### config.mk
export PLATFORM = sky130hd
export DESIGN_NAME = serial_limb_multiplier
export DESIGN_NICKNAME = d
export VERILOG_FILES = /design/src/rtl/mul_pkg.sv /design/src/rtl/mul_reg.sv /design/src/rtl/serial_limb_multiplier.sv
export SDC_FILE = /design/constraint.sdc
export NUM_CORES = 2
export LEC_CHECK = 0
export ABC_AREA = 1
export CAP_MARGIN = 15
export CORE_MARGIN = 2
export CORE_UTILIZATION = 28
export DETAILED_ROUTE_END_ITERATION = 8
export MAX_ROUTING_LAYER = met4
export PLACE_DENSITY = 0.42
export SETUP_SLACK_MARGIN = 0.3
export SLEW_MARGIN = 5
export SYNTH_ARGS = -nofsm -noshare
export SYNTH_HDL_FRONTEND = slang
export SYNTH_SLANG_ARGS = --single-unit
### constraint.sdc
create_clock -name clk -period 11 [get_ports clk]
set_input_delay 2.2 -clock clk [delete_from_list [all_inputs] [get_ports clk]]
set_output_delay 2.2 -clock clk [all_outputs]
set_load 0.01 [all_outputs]
### src/rtl/mul_pkg.sv
`default_nettype none
// ============================================================================
// Module      : mul_pkg
// Description : Shared defaults and FSM state type for the serial limb multiplier.
// Revision    : 1.0 - initial release
// ============================================================================
package mul_pkg;

    localparam int LIMB_BITS_DEF = 17;
    localparam int NUM_LIMBS_DEF = 4;

    typedef enum logic [1:0] {
        IDLE  = 2'd0,
        MUL   = 2'd1,
        DRAIN = 2'd2,
        DONE  = 2'd3
    } state_t;

endpackage
`default_nettype wire

### src/rtl/mul_reg.sv
`default_nettype none
// ============================================================================
// Module      : mul_reg
// Description : Unsigned multiplier with a registered, non-reset product.
// Revision    : 1.0 - initial release
// ============================================================================
module mul_reg #(
    parameter int A_BIT_LEN = 17,
    parameter int B_BIT_LEN = 17
) (
    input  logic                           clk,
    input  logic [A_BIT_LEN-1:0]           a_i,
    input  logic [B_BIT_LEN-1:0]           b_i,
    output logic [A_BIT_LEN+B_BIT_LEN-1:0] p_o
);

    localparam int PW = A_BIT_LEN + B_BIT_LEN;

    logic [PW-1:0] p_q;

    always_ff @(posedge clk) begin
        p_q <= PW'(a_i) * PW'(b_i);
    end

    assign p_o = p_q;

endmodule
`default_nettype wire

### src/rtl/serial_limb_multiplier.sv
`default_nettype none
// ============================================================================
// Module      : serial_limb_multiplier
// Description : Full-width unsigned multiply built from one limb multiplier,
//               issuing NUM_LIMBS^2 limb pairs and accumulating shifted partials.
// Revision    : 1.0 - initial release
// ============================================================================
module serial_limb_multiplier
    import mul_pkg::*;
#(
    parameter int LIMB_BITS = LIMB_BITS_DEF,
    parameter int NUM_LIMBS = NUM_LIMBS_DEF
) (
    input  logic                               clk,
    input  logic                               rst_n,
    input  logic                               in_valid,
    output logic                               in_ready,
    input  logic [NUM_LIMBS*LIMB_BITS-1:0]     a,
    input  logic [NUM_LIMBS*LIMB_BITS-1:0]     b,
    output logic                               out_valid,
    input  logic                               out_ready,
    output logic [2*NUM_LIMBS*LIMB_BITS-1:0]   p
);

    localparam int W  = NUM_LIMBS * LIMB_BITS;
    localparam int PW = 2 * W;
    localparam int IW = $clog2(NUM_LIMBS);
    localparam int SW = $clog2(2 * NUM_LIMBS - 1);
    localparam logic [IW-1:0] LAST_IDX = IW'(NUM_LIMBS - 1);

    state_t                 state_q;
    logic [W-1:0]           a_q, b_q;
    logic [PW-1:0]          acc_q;
    logic [IW-1:0]          i_q, j_q;
    logic                   vld_q;
    logic [SW-1:0]          sh_q;
    logic                   in_ready_q, out_valid_q;

    logic [LIMB_BITS-1:0]   a_limb, b_limb;
    logic [2*LIMB_BITS-1:0] prod;
    logic [PW-1:0]          addend;
    logic [SW-1:0]          sh_d;

    always_comb begin
        a_limb = a_q[i_q*LIMB_BITS +: LIMB_BITS];
        b_limb = b_q[j_q*LIMB_BITS +: LIMB_BITS];
        sh_d   = SW'(i_q) + SW'(j_q);
        addend = PW'(prod) << (32'(sh_q) * LIMB_BITS);
    end

    mul_reg #(
        .A_BIT_LEN (LIMB_BITS),
        .B_BIT_LEN (LIMB_BITS)
    ) u_mul (
        .clk (clk),
        .a_i (a_limb),
        .b_i (b_limb),
        .p_o (prod)
    );

    always_ff @(posedge clk or negedge rst_n) begin
        if (!rst_n) begin
            state_q     <= IDLE;
            a_q         <= '0;
            b_q         <= '0;
            acc_q       <= '0;
            i_q         <= '0;
            j_q         <= '0;
            vld_q       <= 1'b0;
            sh_q        <= '0;
            in_ready_q  <= 1'b1;
            out_valid_q <= 1'b0;
        end else begin
            // Product issued last cycle lands in the accumulator this edge.
            vld_q <= (state_q == MUL);
            sh_q  <= sh_d;
            if (vld_q) begin
                acc_q <= acc_q + addend;
            end

            case (state_q)
                IDLE: begin
                    if (in_valid) begin
                        a_q        <= a;
                        b_q        <= b;
                        acc_q      <= '0;
                        i_q        <= '0;
                        j_q        <= '0;
                        in_ready_q <= 1'b0;
                        state_q    <= MUL;
                    end
                end
                MUL: begin
                    if (j_q == LAST_IDX) begin
                        j_q <= '0;
                        if (i_q == LAST_IDX) begin
                            i_q     <= '0;
                            state_q <= DRAIN;
                        end else begin
                            i_q <= i_q + 1'b1;
                        end
                    end else begin
                        j_q <= j_q + 1'b1;
                    end
                end
                DRAIN: begin
                    out_valid_q <= 1'b1;
                    state_q     <= DONE;
                end
                DONE: begin
                    if (out_ready) begin
                        out_valid_q <= 1'b0;
                        in_ready_q  <= 1'b1;
                        state_q     <= IDLE;
                    end
                end
                default: state_q <= IDLE;
            endcase
        end
    end

    assign in_ready  = in_ready_q;
    assign out_valid = out_valid_q;
    assign p         = acc_q;

endmodule
`default_nettype wire

After elaboration in Yosys (flattened, before gate mapping)
Cells that the tools add are included.

storage, ports and cells
  register bits after elaboration = 318
  input bits = 140
  output and inout bits = 138
  word-level logic and storage cells = 60

cells by class
  add/subtract/negate cells = 4
  $mul = 4
  equality and inequality tests = 9
  shift-type cells = 3
  multiplexer cells = 19
  reductions and logical operators = 10

operators with widths
  kind                                                   number
  two-way mux 136 bit                                    3
  adder 136 bit                                          1
  indexed part select 68 x 8 -> 17 bit                   2
  << shifter 34 x 8 -> 136 bit                           1
  multiplier 17 x 17 -> 34 bit                           1
  two-way mux 2 bit                                      8
  multiplier 2 x 5 -> 7 bit, second input constant       2
  == test 2 bit, second input constant                   4
  multiplier 3 x 5 -> 8 bit, second input constant       1
  one-hot mux 2 bit (2 select lines)                     2
  one-hot mux 2 bit (4 select lines)                     1
  AND reduction 2 bit                                    3
  AND reduction 3 bit                                    2
  nonzero test 2 bit                                     3
  adder 2 x 1 -> 2 bit, second input constant            2
  inequality test 2 x 1 -> 1 bit, second input constant  2
  inequality test 2 bit, second input constant           2
  one-hot mux 1 bit (2 select lines)                     2
  AND reduction 4 bit                                    1
  adder 2 x 2 -> 3 bit                                   1
  two-way mux 1 bit                                      3
  == test 2 x 1 -> 1 bit, second input constant          1
  zero test 2 bit                                        1

Logic depth before layout (Yosys ltp)
  word-level depth = 6
  depth in mapped cells = 32
  depth with buffers taken out = 30

Cells and area by module
A second synthesis with hierarchy kept.

second synthesis, totals
  cells, all modules = 6632
  area, all modules = 39868.2 sq um

by module, submodules not included
  module                  instances  cells an instance  area each (sq um)  seq. area each (sq um)
  serial_limb_multiplier  1          5083               28641.2            7108.1
  mul_reg                 1          1549               11227.0            680.7

Least setup slack after synthesis
Ideal clock, no wire load.

  path type = reg2reg
  start point = reg j_q[0]
  end point = reg u_mul.p_q[25] (netlist: u_mul.p_o[25])
  library setup time = 0.120 ns
  arrival = 6.171 ns
  required time = 10.880 ns
  slack = 4.709 ns
  stages on the path, launching flop included = 29
  path buffers = 3
  period minus slack after synthesis = 6.291 ns
  path through = dfrtp_1 > buf_2 > inv_2 > clkbuf_1 > nand2_1 > a32oi_1 > clkbuf_1 > nand2_1 > fa_1 > fa_1 > fa_1 > fa_1 > inv_1 > fa_1 > inv_1 > fa_1 > inv_1 > ha_1 > a21oi_1 > inv_1 > a31oi_1 > o21ai_0 > a21oi_1 > inv_1 > nand2_1 > nand2_1 > nand2_1 > nand2_1 > xor2_1

on the way
  cells in the longest elaborated chain, start to end = 3

RTL lines
  element                               line                           RTL
  start: declaration                    serial_limb_multiplier.sv:34   logic [IW-1:0] i_q, j_q;
  start signal: assignment              serial_limb_multiplier.sv:103  j_q <= j_q + 1'b1;
  multiplier 2 x 5 -> 7 bit             serial_limb_multiplier.sv:46   b_limb = b_q[j_q*LIMB_BITS +: LIMB_BITS];
  indexed part select 68 x 8 -> 17 bit  serial_limb_multiplier.sv:46
  multiplier 17 x 17 -> 34 bit          mul_reg.sv:22                  p_q <= PW'(a_i) * PW'(b_i);
  end signal: assignment                mul_reg.sv:22
  end: declaration                      mul_reg.sv:19                  logic [PW-1:0] p_q;

No other way between the ends.
A chain may end at the register's enable or synchronous reset.

Worst setup path in the final report
Ends and elaborated chain as after synthesis.

==> qor.yml <==
status: "finished clean"
core.rowCount: 136
synth-async-reset-ratio_pct: 89.3
antenna_found_initial: 13
vias: 39600
max_slew_margin_pct: 12.2
synth_seq_cells: 318
drtIter0Drc: 2934
synthFlopType: "dfrtp_1"
path_class: "reg2reg"
start_util_pct: 28.3
fmax_mhz: 134
timing_hold_violations_final: 0
die_y_um: 377
reg2reg_slack_ns: 3.54
hold_path.class: "reg2reg"
clockBufferDepth: 3
end_kind: "flip-flop"
dieArea_um2: 142000
routed_wl_um: 196000
syn-instance-count: 6314
cts_setup_buffers: 0
syn_area_per_cell_um2: 6.17
overflow: 0
root_buffer: "clkbuf_16"
grt_max_degree: 155
post-route-period-util_pct: 67.8
grt_pass1_wl_um: 279000
worstPathArrival_ns: 8.00
dp_cells: 8271
drtAntennaViolNets: 0
synth.largest_area_cell: "nand2_1"
rsz0062_at_grt: "false"
synth_commonest_cells: "2073 x nand2_1, 1187 x inv_1, 823 x nor2_1"
setup_viol: 0
netlist.area_leader.share_pct: 20.0
layout_min_cycle_time_ns: 7.46
tns_ns: 0
place.gp.congestion: 1.00
htreeDepth: 2
cts_hold_buf: 0
grt_pass1_vias: 40200
syn2layout_area_growth_pct: 16.7
yosysMostFrequentCell: "nand2_1"
drive_gt1_share_pct: 5.82
clk_latency_ns: 0.66
fin_skew_ns: 0.0275
wl_per_cell_um: 23.4
yosys_warnings: 0
final_cells: 8365
final_nets: 7143
cap_violations: 0
track_usage_pct: 28.1
hpwl_um: 166000
io_buffers: 277
core_um2: 138000
synth.area.top_cells: "nand2_1 20%, dfrtp_1 18%, fa_1 12%"
crit_path_start_kind: "flip-flop"
seq_area_frac_synth_pct: 20.0
ctsResizeCount: 0
drc: 0
firstDrtPassIters: 6
critPathMaxFanout: 37
numCtsBuffers: 48
cts_sinks: 318
cp_common_cell: "inv_1"
syn-num-nets: 6930
routed_via_density: 4.73
slowest_delay_ns: 0.54
syn-cell-area_um2: 39000
path_clk_slew_ns: 0.06
cts_tree: "yes"
synth-edff-count: 0
die_w_um: 377
finalMaxSlewViolations: 0
required_ns: 11.54
ys_types: 56
pin_count: 278
tightest_slew_ns: 1.31
cp_slowest_cell: "fa_1"
hold_ws_ns: 0.477
final_core_util_pct: 33.0
## metal layers
| layer | vias to the layer above | share of wire (%) | track usage, % |
|---|---|---|---|
| li1 | 19600 | - | - |
| met1 | 18800 | 43 | 33.9 |
| met2 | 944 | 48 | 48.1 |
| met3 | 258 | 4.0 | 2.63 |
| met4 | 0 | 4.7 | 11.1 |
| met5 | - | 0 | - |
## logic make-up (layout without fill, tap and decap cells)
family / Yosys count / count (layout) / synth area share (%)
simple gates: 3340 / 3340 / 34.7
buf+inv: 1419 / 1672 / 13.9
compound gates: 672 / 672 / 9.76
fa+ha+maj: 476 / 476 / 19.6
flops: 318 / 318 / 20.0
xor+xnor: 77 / 77 / 1.73
mux: 12 / 12 / 0.308
other cells: 0 / 4 / 0
## through the flow
| stage | worst slack, ns | instance area (um2) |
|---|---|---|
| 2_1_floorplan | 4.71 | 39000 |
| 3_3_place_gp | 3.53 | 43800 |
| 3_5_place_dp | 3.56 | 43800 |
| 4_1_cts | 3.56 | 45400 |
| 5_1_grt | 3.05 | 45400 |
| 6_report | 3.54 | 45500 |
## final cells by class
type / count / area [um2]
Sequential cell: 318 / 7800
Tap cell: 1794 / 2240
Inverter: 1245 / 4680
Multi-Input combinational cell: 4577 / 25800
Timing Repair Buffer: 337 / 3270
Clock inverter: 26 / 348
Antenna cell: 4 / 10.0
Fill cell: 15600 / 92400
Clock buffer: 64 / 1320
## sequential cells by signal, indices dropped and copies added, names as in the netlist
signal and flops:
vld_q 1, u_mul.p_o 34, i_q 2, in_ready 1
sh_q 3, p 136, a_q 68, out_valid 1
j_q 2, b_q 68, state_q 2
## critical path, delay by kind of cell, from the launching register on
family	cells	cell delay [ns]
adders and majority gates	7	3.18
buffers and inverters	9	1.54
xor gates and xnor gates	1	0.13
AOI/OAI and AO/OA	5	1.49
and+or+nand+nor	6	0.63
DFF	1	0.36
## worst paths after layout
check,from,to,cells past startpoint
min,a_q[61],a_q[61],2
max,j_q[0],u_mul.p_o[25],28
min in group asynchronous,rst_n,p[35],1
min reg2reg,a_q[61],a_q[61],2
max in group asynchronous,rst_n,a_q[45],3
max reg2reg,j_q[0],u_mul.p_o[25],28
## cells in the final DEF, fill, tap and decap left out, types with 48 or more instances in the layout
cell	netlist	final
inv_2	49	50
buf_4	2	57
fa_1	226	226
nand2_2	55	55
nand3_1	201	201
nor2_1	823	823
o21ai_0	239	236
inv_1	1187	1185
dfrtp_1	283	279
nor2_2	69	69
ha_1	250	250
xor2_1	66	66
clkdlybuf4s50_1	0	276
a21oi_1	256	256
nand2_1	2073	2072
clkbuf_16	0	48
Power is left out: the tool's default activity adds up to more than one toggle a clock period on the data nets, which glitch-free logic cannot reach.
